[src/rtl/countdown_pkg.sv]
// countdown_pkg: shared state encoding and helpers for countdown_timer
package countdown_pkg;

    typedef enum logic [1:0] {IDLE, RUN, PAUSED} cd_state_t;

    function automatic logic is_busy(cd_state_t s);
        return s != IDLE;
    endfunction

    function automatic int cnt_width(int p);
        return (p > 1) ? $clog2(p) : 1;
    endfunction

endpackage

[src/rtl/tick_prescaler.sv]
// tick_prescaler: divides enabled clk cycles down to one tick every PRESCALE cycles
module tick_prescaler
    import countdown_pkg::*;
#(
    parameter int PRESCALE = 4
) (
    input  logic clk,
    input  logic reset_n,
    input  logic en,
    input  logic clr,
    output logic tick
);

    localparam int CW = cnt_width(PRESCALE);
    localparam logic [CW-1:0] LAST = CW'(PRESCALE - 1);

    logic [CW-1:0] r_cnt;

    assign tick = en & ~clr & (r_cnt == LAST);

    // phase counter: cleared on demand, advances only while enabled, wraps on tick
    always_ff @(posedge clk or negedge reset_n) begin
        if (!reset_n)
            r_cnt <= '0;
        else if (clr)
            r_cnt <= '0;
        else if (en)
            r_cnt <= tick ? '0 : r_cnt + 1'b1;
    end

endmodule

[src/rtl/countdown_timer.sv]
// countdown_timer: loadable prescaled down-counter with pause/abort, auto-reload and sticky irq
module countdown_timer
    import countdown_pkg::*;
#(
    parameter int WIDTH    = 8,
    parameter int PRESCALE = 4
) (
    input  logic             clk,
    input  logic             reset_n,
    input  logic [WIDTH-1:0] load_val,
    input  logic             start_valid,
    output logic             start_ready,
    input  logic             auto_reload,
    input  logic             pause,
    input  logic             abort,
    input  logic             irq_clr,
    output logic [WIDTH-1:0] count,
    output logic             busy,
    output logic             expired,
    output logic             irq
);

    if (PRESCALE < 1) begin : g_bad_prescale
        $error("countdown_timer: PRESCALE must be >= 1");
    end

    cd_state_t        r_state, w_state_nxt;
    logic [WIDTH-1:0] r_count, w_count_nxt;
    logic [WIDTH-1:0] r_reload;
    logic             r_auto;
    logic             r_expired;
    logic             r_irq;
    logic             w_busy;
    logic             w_accept;
    logic             w_zero_start;
    logic             w_en;
    logic             w_clr;
    logic             w_tick;
    logic             w_expire;
    logic             w_fire;

    assign w_busy       = is_busy(r_state);
    assign w_accept     = start_valid & ~w_busy;
    assign w_zero_start = w_accept & (load_val == '0);
    // PAUSED with pause low counts on the resume edge, so each paused edge costs exactly one cycle
    assign w_en         = w_busy & ~abort & ~pause;
    assign w_clr        = w_accept | (w_busy & abort);
    assign w_expire     = w_tick & (r_count == WIDTH'(1));
    assign w_fire       = w_expire | w_zero_start;

    tick_prescaler #(
        .PRESCALE(PRESCALE)
    ) u_prescaler (
        .clk    (clk),
        .reset_n(reset_n),
        .en     (w_en),
        .clr    (w_clr),
        .tick   (w_tick)
    );

    // state and count registers
    always_ff @(posedge clk or negedge reset_n) begin
        if (!reset_n) begin
            r_state <= IDLE;
            r_count <= '0;
        end else begin
            r_state <= w_state_nxt;
            r_count <= w_count_nxt;
        end
    end

    // next state and count: abort beats pause beats tick
    always_comb begin
        w_state_nxt = r_state;
        w_count_nxt = r_count;
        if (!w_busy) begin
            if (w_accept) begin
                w_state_nxt = w_zero_start ? IDLE : RUN;
                w_count_nxt = load_val;
            end
        end else if (abort) begin
            w_state_nxt = IDLE;
            w_count_nxt = '0;
        end else if (pause) begin
            w_state_nxt = PAUSED;
        end else begin
            w_state_nxt = (w_expire & ~r_auto) ? IDLE : RUN;
            if (w_tick)
                w_count_nxt = !w_expire ? r_count - 1'b1 : (r_auto ? r_reload : '0);
        end
    end

    // period and reload mode captured on a non-zero start
    always_ff @(posedge clk or negedge reset_n) begin
        if (!reset_n) begin
            r_reload <= '0;
            r_auto   <= 1'b0;
        end else if (w_accept & ~w_zero_start) begin
            r_reload <= load_val;
            r_auto   <= auto_reload;
        end
    end

    // expiry strobe and sticky irq, where a new expiry beats a clear
    always_ff @(posedge clk or negedge reset_n) begin
        if (!reset_n) begin
            r_expired <= 1'b0;
            r_irq     <= 1'b0;
        end else begin
            r_expired <= w_fire;
            r_irq     <= w_fire ? 1'b1 : (irq_clr ? 1'b0 : r_irq);
        end
    end

    assign start_ready = ~w_busy;
    assign busy        = w_busy;
    assign count       = r_count;
    assign expired     = r_expired;
    assign irq         = r_irq;

endmodule

[config.mk]
export PLATFORM = sky130hd
export DESIGN_NAME = countdown_timer
export DESIGN_NICKNAME = d
export VERILOG_FILES = /design/src/rtl/countdown_pkg.sv /design/src/rtl/tick_prescaler.sv /design/src/rtl/countdown_timer.sv
export SDC_FILE = /design/constraint.sdc
export NUM_CORES = 1
export LEC_CHECK = 0
export CORE_UTILIZATION = 45
export DETAILED_ROUTE_END_ITERATION = 16
export PLACE_DENSITY_LB_ADDON = 0.3
export SETUP_SLACK_MARGIN = 0.3
export SKIP_CTS_REPAIR_TIMING = 1
export SLEW_MARGIN = 20
export SYNTH_ARGS = -nofsm -noshare
export SYNTH_HDL_FRONTEND = slang
export SYNTH_SLANG_ARGS = --single-unit
[constraint.sdc]
create_clock -name clk -period 2.7 [get_ports clk]
set_input_delay 0.27 -clock clk [delete_from_list [all_inputs] [get_ports clk]]
set_output_delay 0.27 -clock clk [all_outputs]
set_load 0.01 [all_outputs]
# Word level (Yosys, flattened, before mapping)
# Cells that the tools add are included.
[totals] inputBits=15 regBits=23 output_inout_bits=12
[op_classes] bitwise_logic=18 n_reduce_logical=6 eq_ne=4 mux=18 add_sub_neg=2
[ops] op="8-bit 2-to-1 mux" n=7
[ops] op="2-bit 2-to-1 mux" n=7
[ops] op="1-bit AND" n=10
[ops] op="8-bit by 1-bit == test with 1-bit output (second input constant)" n=1
[ops] op="8-bit zero test" n=1
[ops] op="2-bit nonzero test" n=4
[ops] op="8-bit by 1-bit subtractor with 8-bit output (second input constant)" n=1
[ops] op="1-bit NOT" n=6
[ops] op="1-bit 2-to-1 mux" n=4
[ops] op="3-bit by 2-bit inequality test with 1-bit output (second input constant)" n=1
[ops] op="3-bit inequality test (second input constant)" n=1
[ops] op="3-bit AND reduction" n=1
[ops] op="2-bit by 1-bit adder with 2-bit output (second input constant)" n=1
[ops] op="2-bit == test (second input constant)" n=1
[ops] op="1-bit OR" n=2

# Logic depth before layout (Yosys ltp)
# Gate-level depths: netlist of run 1.
[logic_depth] ltp_word=13 ltp_mapped=7

# Hierarchy
# Synthesis of run 1 repeated with hierarchy kept, for this count alone.
[unflattened] hier_cells=135 area_unflattened_um2=1397.6
[by_module_without_submodules] module="countdown_timer" seq_area_each_um2=525.5 n_inst=1 cells_per_inst=126 area_per_inst_um2=1288.7
[by_module_without_submodules] module="tick_prescaler" seq_area_each_um2=50.0 n_inst=1 cells_per_inst=9 area_per_inst_um2=108.9

# Least setup slack after synthesis of run 1
# Ideal clock, no wire load.
[synth_path] path_type="flip-flop to flip-flop" startpoint="reg r_count[1], in the netlist count[1]" endpoint="reg r_count[1], in the netlist count[1]" setup_time_ns=0.069 t_arrival_ns=1.620 path_buffers=1 required_ns=2.631 path_slack_ns=1.011 period_less_slack_ns=1.689 path_stages_with_launch=8 cell_sequence="dfrtp_1 -> inv_1 -> ha_1 -> and3b_1 -> and4_1 -> buf_6 -> or3_2 -> nand3_1"
[synth_via] elab_chain_len=7
[synth_rtl] item="start, declared" line_no="countdown_timer.sv:28" source="logic [WIDTH-1:0] r_count, w_count_nxt;"
[synth_rtl] item="start signal, assigned" line_no="countdown_timer.sv:68" source="r_count <= w_count_nxt;"
[synth_rtl] item="branches (longest 2 deep; another with 8-bit by 1-bit subtractor with 8-bit output)"
[synth_rtl] item="8-bit 2-to-1 mux *" line_no="countdown_timer.sv:89" source="w_count_nxt = !w_expire ? r_count - 1'b1 : (r_auto ? r_reload : '0);"
[synth_rtl] item="8-bit 2-to-1 mux *" line_no="countdown_timer.sv:88" source="if (w_tick)"
[synth_rtl] item="8-bit 2-to-1 mux *" line_no="countdown_timer.sv:84" source="end else if (pause) begin"
[synth_rtl] item="8-bit 2-to-1 mux *" line_no="countdown_timer.sv:81" source="end else if (abort) begin"
[synth_rtl] item="8-bit 2-to-1 mux *" line_no="countdown_timer.sv:76" source="if (!w_busy) begin"
# Mark *: on every way between the ends. The select of a mux whose other input is x is not followed.
# A chain may end at the register's enable or synchronous reset.

# Final worst setup path of run 1
[layout_path] startpoint="reg r_state[1]" endpoint="reg r_auto"
[layout_via] elab_chain_len=6
[layout_rtl] item="start, declared" line_no="countdown_timer.sv:27" source="cd_state_t r_state, w_state_nxt;"
[layout_rtl] item="start signal, assigned" line_no="countdown_timer.sv:67" source="r_state <= w_state_nxt;"
[layout_rtl] item="2-bit nonzero test *" line_no="countdown_pkg.sv:7" source="return s != IDLE;"
[layout_rtl] item="1-bit NOT *" line_no="countdown_timer.sv:43" source="assign w_accept = start_valid & ~w_busy;"
[layout_rtl] item="1-bit AND *" line_no="countdown_timer.sv:43"
[layout_rtl] item="1-bit AND" line_no="countdown_timer.sv:44" source="assign w_zero_start = w_accept & (load_val == '0);"
[layout_rtl] item="1-bit NOT" line_no="countdown_timer.sv:98" source="end else if (w_accept & ~w_zero_start) begin"
[layout_rtl] item="1-bit AND *" line_no="countdown_timer.sv:98"
[layout_rtl] item="end signal, assigned" line_no="countdown_timer.sv:100" source="r_auto <= auto_reload;"
[layout_rtl] item="end, declared" line_no="countdown_timer.sv:30" source="logic r_auto;"
# Mark *: on every way between the ends. The rest lies on a longest branch, timed or not.

==> results of run 1 <==
-- placed cells by master, fill, tap and decap left out, types with 3 or more instances in the layout --
master	Yosys	final
clkbuf_4	0	3
nor3_1	6	6
nand4_1	4	4
clkdlybuf4s50_1	0	26
a22oi_1	6	6
xor2_1	3	3
nor2_1	6	6
dfrtp_1	23	23
ha_1	3	3
nand2_1	5	5
a22o_1	9	9
nand3_1	10	10
a21o_1	3	3
inv_1	4	4
-- cell families after synthesis --
logic type | after synthesis | synth area share
flip-flops | 23 | 0.447
AND/OR/NAND/NOR | 49 | 0.234
AO/OA/AOI/OAI | 32 | 0.199
adder cells (fa/ha/maj) | 3 | 0.0292
XOR/XNOR | 5 | 0.0341
multiplexers | 2 | 0.0165
buffers and inverters | 10 | 0.0389
-- power groups by stage --
stage / clock network, mW / registers (mW) / logic (mW)
finish: 0.159 / 0.481 / 0.309
global route: 0.181 / 0.490 / 0.343
CTS: 0.166 / 0.480 / 0.311
detailed placement: 0 / 0.486 / 0.308
global placement: 0 / 0.483 / 0.305
floorplan: 0 / 0.471 / 0.193
-- per-layer routing --
layer | global-route usage | up-vias | part of all wire
met1 | 0.319 | 526 | 0.48
met2 | 0.325 | 30 | 0.46
met4 | 0.0679 | 0 | 0.0054
li1 | - | 514 | -
met3 | 0.0281 | 2 | 0.049
met5 | 0 | - | 0
-- metrics by stage --
| step | power [mW] | utilization | std cells | hold slack, ns | instance area, um2 |
|---|---|---|---|---|---|
| 6_report | 0.950 | 0.579 | 180 | 0.292 | 1580 |
| 5_1_grt | 1.01 | 0.579 | 180 | 0.316 | 1580 |
| 4_1_cts | 0.957 | 0.579 | 180 | 0.300 | 1580 |
| 3_5_place_dp | 0.795 | 0.570 | 176 | 0.467 | 1560 |
| 3_3_place_gp | 0.789 | 0.570 | 176 | 0.466 | 1560 |
| 2_1_floorplan | 0.664 | - | 124 | -0.0256 | 1290 |
-- cell type report --
type	count	share of cell area
tap	31	0.0245
inverter	4	0.00948
multi-input combinational	91	0.417
clock buffer	4	0.0166
timing repair buffer	27	0.169
sequential	23	0.363
-- registers in the layout, summed over array words and instances (netlist names) --
signal             count
r_state                2
r_reload               8
r_auto                 1
u_prescaler.r_cnt      2
expired                1
count                  8
irq                    1
-- critical path, stage by stage (launching register included) --
cell and delay, ns:
dfrtp_1 0.43, nor2_1 0.27, and2_1 0.62, o21ai_4 0.22, mux2_1 0.35
-- worst min path at each step --
stage,start,endpoint,slack (ns),cells past startpoint
after floorplan,reset_n,count[0],-0.03,0
after global placement,irq,irq,0.47,1
after detailed placement,irq,irq,0.47,1
after CTS,reset_n,count[7],0.30,2
after global routing,reset_n,r_state[1],0.32,2
final,reset_n,r_state[0],0.29,2
==> results.md, run 1 <==
* Run status: finished, final reports clean
* Critical path class: reg -> reg
* Final number of setup-violating endpoints at 0
* Worst reg2reg endpoint: r_auto
* Capture point of the critical path: r_auto
* Leading cell types by count after synthesis: dfrtp_1, nand3_1, a22o_1
* Max Transition Viols Final at 0
* Diodes inserted at 0
* Syn Nets at 142
* Slew of the pin with the lowest slew margin at ~0.68 ns
* Clock power frac at 0.168
* Area growth from synthesis to layout at 23.2%
* Vias after detailed routing at 1072
* Area enclosed by the die boundary at 0.00308 mm2
* DR vias/cell at 5.96
* Pin count of the biggest net entering global routing at 24
* Most frequent cell after synthesis: dfrtp_1
* Leakage power figure at 0.688 nW
* Worst Path Max Fanout at 17
* Std-Cell Rows at 19
* Total CTS buffers at 3
* Yosys cell types at 44
* Post-Synthesis Mean Instance Area at about 10 um2
* Top cell type by total area after synthesis: dfrtp_1
* Max Root-Sink Buffers at 2
* Global route total overflow at 0
* Count of TritonRoute iterations in the first routing pass at 4
* Fin Clk Skew at 0.00666 ns
* Peak Freq at 498 MHz
* Setup repair after global routing missed its margin: false
* Clock Latency Late Sink at 0.31 ns
* Final estimated routing congestion in global placement at about 0.81
* Setup slack after placement at 0.603 ns
* Die boundary width at 55.5 um
* Commonest register cell after synthesis: dfrtp_1
* Hpwl dp at 2120 um
* Register-to-register path setup slack at just under 0.7 ns
* Endpoint kind of the worst setup timing path: register
* Signal arrival time at the worst endpoint at 2.21 ns
* Core ar. at ~0.0027 mm2
* Cells after Synth at 124
* CTS HTree Levels at 1
* Hold Violations, Final at 0
* Number of synthesized register bits at 23
* Critical path data required time at 2.90 ns
* Synth top area share at 0.447
* Yosys warning total at 0
* Count of flip-flops with a built-in enable after synthesis at 0
* WL final at ~3000 um
* Max-Cap Viols at 0
* Internal Power at 0.630 mW
* Number of primary I/O pins at 27
* Total DRC errors in the routed layout at 0
* Fraction of power spent switching nets at 0.336
* R2R cell count at 4
* Combinational cell fraction of total power at 0.325
* Antenna violations before repair at 0
* Clock Tree Root: clkbuf_4
* Clock transition time at the flip-flop clock pins of the worst setup and hold paths at between 0.1 and 0.15 ns
* Maximum vdd ir drop at 0.379 mV
* Die Y-Extent at 55.5 um
* Post-synthesis cell area at 0.00129 mm2
* Total Nets Final at approximately 170
* Power per unit of standard cell area at roughly 600 mW/mm2
* Critical R2R Launch: r_state[1]
* Sequential cell fraction of total power at 0.507
* Port Buffers at 26
* Remaining antenna violation count at 0
* Type of the most critical hold path: in -> async
* Source of the critical timing path: r_state[1]
* Tcrit/Tclk final at 0.744
* Wire length of the first global-routing pass at 5220 um
* Number of clock sinks seen by CTS at 23
* Net switching power figure at 0.319 mW
* Setup slack of the critical path after layout at 0.692 ns
* # fillers at 241
* CTS tree: built
* Initial DRC Count at 45
* Startpoint types: register
* Total Neg Setup Slack at 0 ns
* Combined area of the multi-input logic cells at 661 um2
* Overall global routing resource usage at 0.215
* Shortest clock period the worst path allows after layout at 2.01 ns
* Starting density of the core at 0.470
* Area of all sequential standard cells at ~580 um2
* Async S/R FF share, synth at 1.00
* Top cells by area, synth: dfrtp_1, a22o_1, nand3_1
* Max transition margin at 0.547
* Share of cells above drive strength 1 at 0.0872
* Sequential area share after synthesis at 0.447
* WL per Instance at around 16 um
* Vias in the first global route at 1067
Power figures use the tool's default switching activity.
==> run 2, diff against run 1 <==
==> constraint.sdc (replaced) <==
create_clock -name clk -period 1.8 [get_ports clk]
set_input_delay 0.18 -clock clk [delete_from_list [all_inputs] [get_ports clk]]
set_output_delay 0.18 -clock clk [all_outputs]
set_load 0.01 [all_outputs]
==> run 2 against run 1 <==
Highest routed layer unchanged. Critical path depth up 2. Critical path type unchanged. Register-to-register slack worse by 0.50 ns. Final area up 20%. Clock power up 59%. Combinational power up 110%. First-iteration DRC count up 4.4%.
==> results.md, run 2 (synthesized netlist as in run 1, its figures left out) <==
* Startpoint types: register
* Global route total overflow at 0 (unchanged)
* Peak Freq at 621 MHz (+25%)
* Worst Path Max Fanout at 5 (-12)
* WL per Instance at 18.3 um (+12%)
* Vias after detailed routing at 1238 (+15%)
* Clock transition time at the flip-flop clock pins of the worst setup and hold paths at 0.14 ns (about the same)
* Power per unit of standard cell area at 846 mW/mm2 (+41%)
* Total Neg Setup Slack at 0 ns (unchanged)
* Leakage power figure at 0.957 nW (+39%)
* Antenna violations before repair at 0 (unchanged)
* Critical path class: reg -> reg
* Wire length of the first global-routing pass at 5850 um (+12%)
* Critical R2R Launch: count[1]
* Fraction of power spent switching nets at 0.352 (+0.0163)
* Clock Latency Late Sink at 0.32 ns (about the same)
* Core ar. at 0.00273 mm2 (unchanged)
* Number of primary I/O pins at 27 (unchanged)
* Shortest clock period the worst path allows after layout at 1.61 ns (-0.398 ns)
* Total DRC errors in the routed layout at 0 (unchanged)
* Endpoint kind of the worst setup timing path: register
* Slew of the pin with the lowest slew margin at 0.433 ns (-0.247 ns)
* Std-Cell Rows at 19 (unchanged)
* Area growth from synthesis to layout at 48.3%
* Critical path data required time at 2.02 ns (-0.88 ns)
* Max-Cap Viols at 0 (unchanged)
* Hpwl dp at 2590 um (+23%)
* Max Transition Viols Final at 0 (unchanged)
* Internal Power at 1.05 mW (+66%)
* Signal arrival time at the worst endpoint at 1.83 ns (-0.38 ns)
* Fin Clk Skew at 0.00888 ns (+0.00222 ns)
* Vias in the first global route at 1225 (+15%)
* Worst reg2reg endpoint: count[3]
* Final Core Density at 0.698 (+0.119)
* Clock Tree Root: clkbuf_4
* Combinational cell fraction of total power at 0.405 (+0.080)
* Clock power frac at 0.157 (-0.011)
* Die Y-Extent at 55.5 um (unchanged)
* Hold Violations, Final at 0 (unchanged)
* Starting density of the core at 0.470 (unchanged)
* Total CTS buffers at 3 (unchanged)
* Remaining antenna violation count at 0 (unchanged)
* Commonest cells after routing, fill and taps aside: buf_4, dfrtp_1, clkdlybuf4s50_1, a22o_1, dlymetal6s2s_1
* Total Nets Final at 196 (+17%)
* Maximum vdd ir drop at 0.592 mV (+56%)
* Final estimated routing congestion in global placement at 0.855 (+5.9%)
* Sequential cell fraction of total power at 0.438 (-0.069)
* Type of the most critical hold path: in -> async
* Pin count of the biggest net entering global routing at 24 (unchanged)
* Diodes inserted at 0 (unchanged)
* R2R cell count at 6 (+2)
* Count of TritonRoute iterations in the first routing pass at 4 (unchanged)
* Area enclosed by the die boundary at 0.00308 mm2 (unchanged)
* Initial DRC Count at 47 (+4.4%)
* # fillers at 217 (-10%)
* Number of clock sinks seen by CTS at 23 (unchanged)
* Run status: finished, final reports clean
* Port Buffers at 26 (unchanged)
* Setup repair after global routing missed its margin: true
* Tcrit/Tclk final at 0.895 (+0.151)
* Register-to-register path setup slack at 0.19 ns (-0.50 ns)
* Most common library cell in the layout ignoring fill and taps: buf_4
* Overall global routing resource usage at 0.242 (+0.0276)
* Max Root-Sink Buffers at 2 (unchanged)
* WL final at 3800 um (+29%)
* DR vias/cell at 5.95 (about the same)
* Max transition margin at 0.711 (+0.165)
* Net switching power figure at 0.569 mW (+78%)
* Die boundary width at 55.5 um (unchanged)
* CTS HTree Levels at 1 (unchanged)
* CTS tree: built
* Final number of setup-violating endpoints at 0 (unchanged)
* Share of cells above drive strength 1 at 0.350 (+0.263)
-- run 2: layout make-up --
class                   count  area (um2)  share of cell area
clock buffers               3        22.5              0.0118
flip-flops and latches     23         581               0.304
multi-input cells          91         738               0.387
clock inverters             1        5.00             0.00262
inverters                   4        15.0             0.00787
repair buffers             55         508               0.266
well taps                  31        38.8              0.0203
-- run 2: worst max-delay path by stage --
stage | slack [ns] | endpoint | startpoint | cells after the start
6_report | 0.19 | count[3] | count[1] | 6
5_1_grt | 0.08 | count[0] | count[3] | 6
4_1_cts | 0.04 | start_ready | r_state[1] | 2
3_5_place_dp | -0.02 | r_auto | load_val[6] | 4
3_3_place_gp | 0.002 | r_auto | load_val[2] | 4
2_1_floorplan | 0.13 | count[3] | count[3] | 5
-- run 2: through the flow --
step	setup slack (ns)	cells	total power [mW]	hold WS (ns)	cell area, um2
after floorplan	0.135	124	1.00	-0.116	1300
after global placement	0.00217	199	1.27	0.465	1740
after detailed placement	-0.0249	199	1.29	0.480	1740
after CTS	0.0439	203	1.54	0.198	1770
after global routing	0.0794	208	1.70	0.209	1910
final	0.190	208	1.61	0.187	1910
-- run 2: layer usage --
layer / wire length (um) / global-route usage / vias up
li1: - / - / 575
met1: 1660 / 0.328 / 614
met2: 1920 / 0.392 / 41
met3: 163 / 0.0422 / 8
met4: 59 / 0.0821 / 0
met5: 0 / 0 / -
-- run 2: critical path: stages (launching register included) --
cell and delay (ns):
dfrtp_2 0.43, inv_2 0.06, ha_2 0.18, and3b_1 0.19, and4_4 0.27, nor3_2 0.05, or3_1 0.34
-- run 2: power groups by stage --
stage | Clock [mW] | Combinational (mW) | Sequential [mW]
2_1_floorplan | 0 | 0.292 | 0.711
3_3_place_gp | 0 | 0.567 | 0.701
3_5_place_dp | 0 | 0.581 | 0.710
4_1_cts | 0.257 | 0.585 | 0.699
5_1_grt | 0.277 | 0.706 | 0.716
6_report | 0.253 | 0.654 | 0.707
==> run 3, diff against run 2 <==
--- a/config.mk
+++ b/config.mk
@@ -6,6 +6,7 @@
 export NUM_CORES = 1
 export LEC_CHECK = 0
 export CORE_UTILIZATION = 45
+export CTS_CLUSTER_SIZE = 14
 export DETAILED_ROUTE_END_ITERATION = 16
 export PLACE_DENSITY_LB_ADDON = 0.3
 export SETUP_SLACK_MARGIN = 0.3
==> results of run 3 <==
The final DEF is identical to that of run 2; final timing and power are the same.
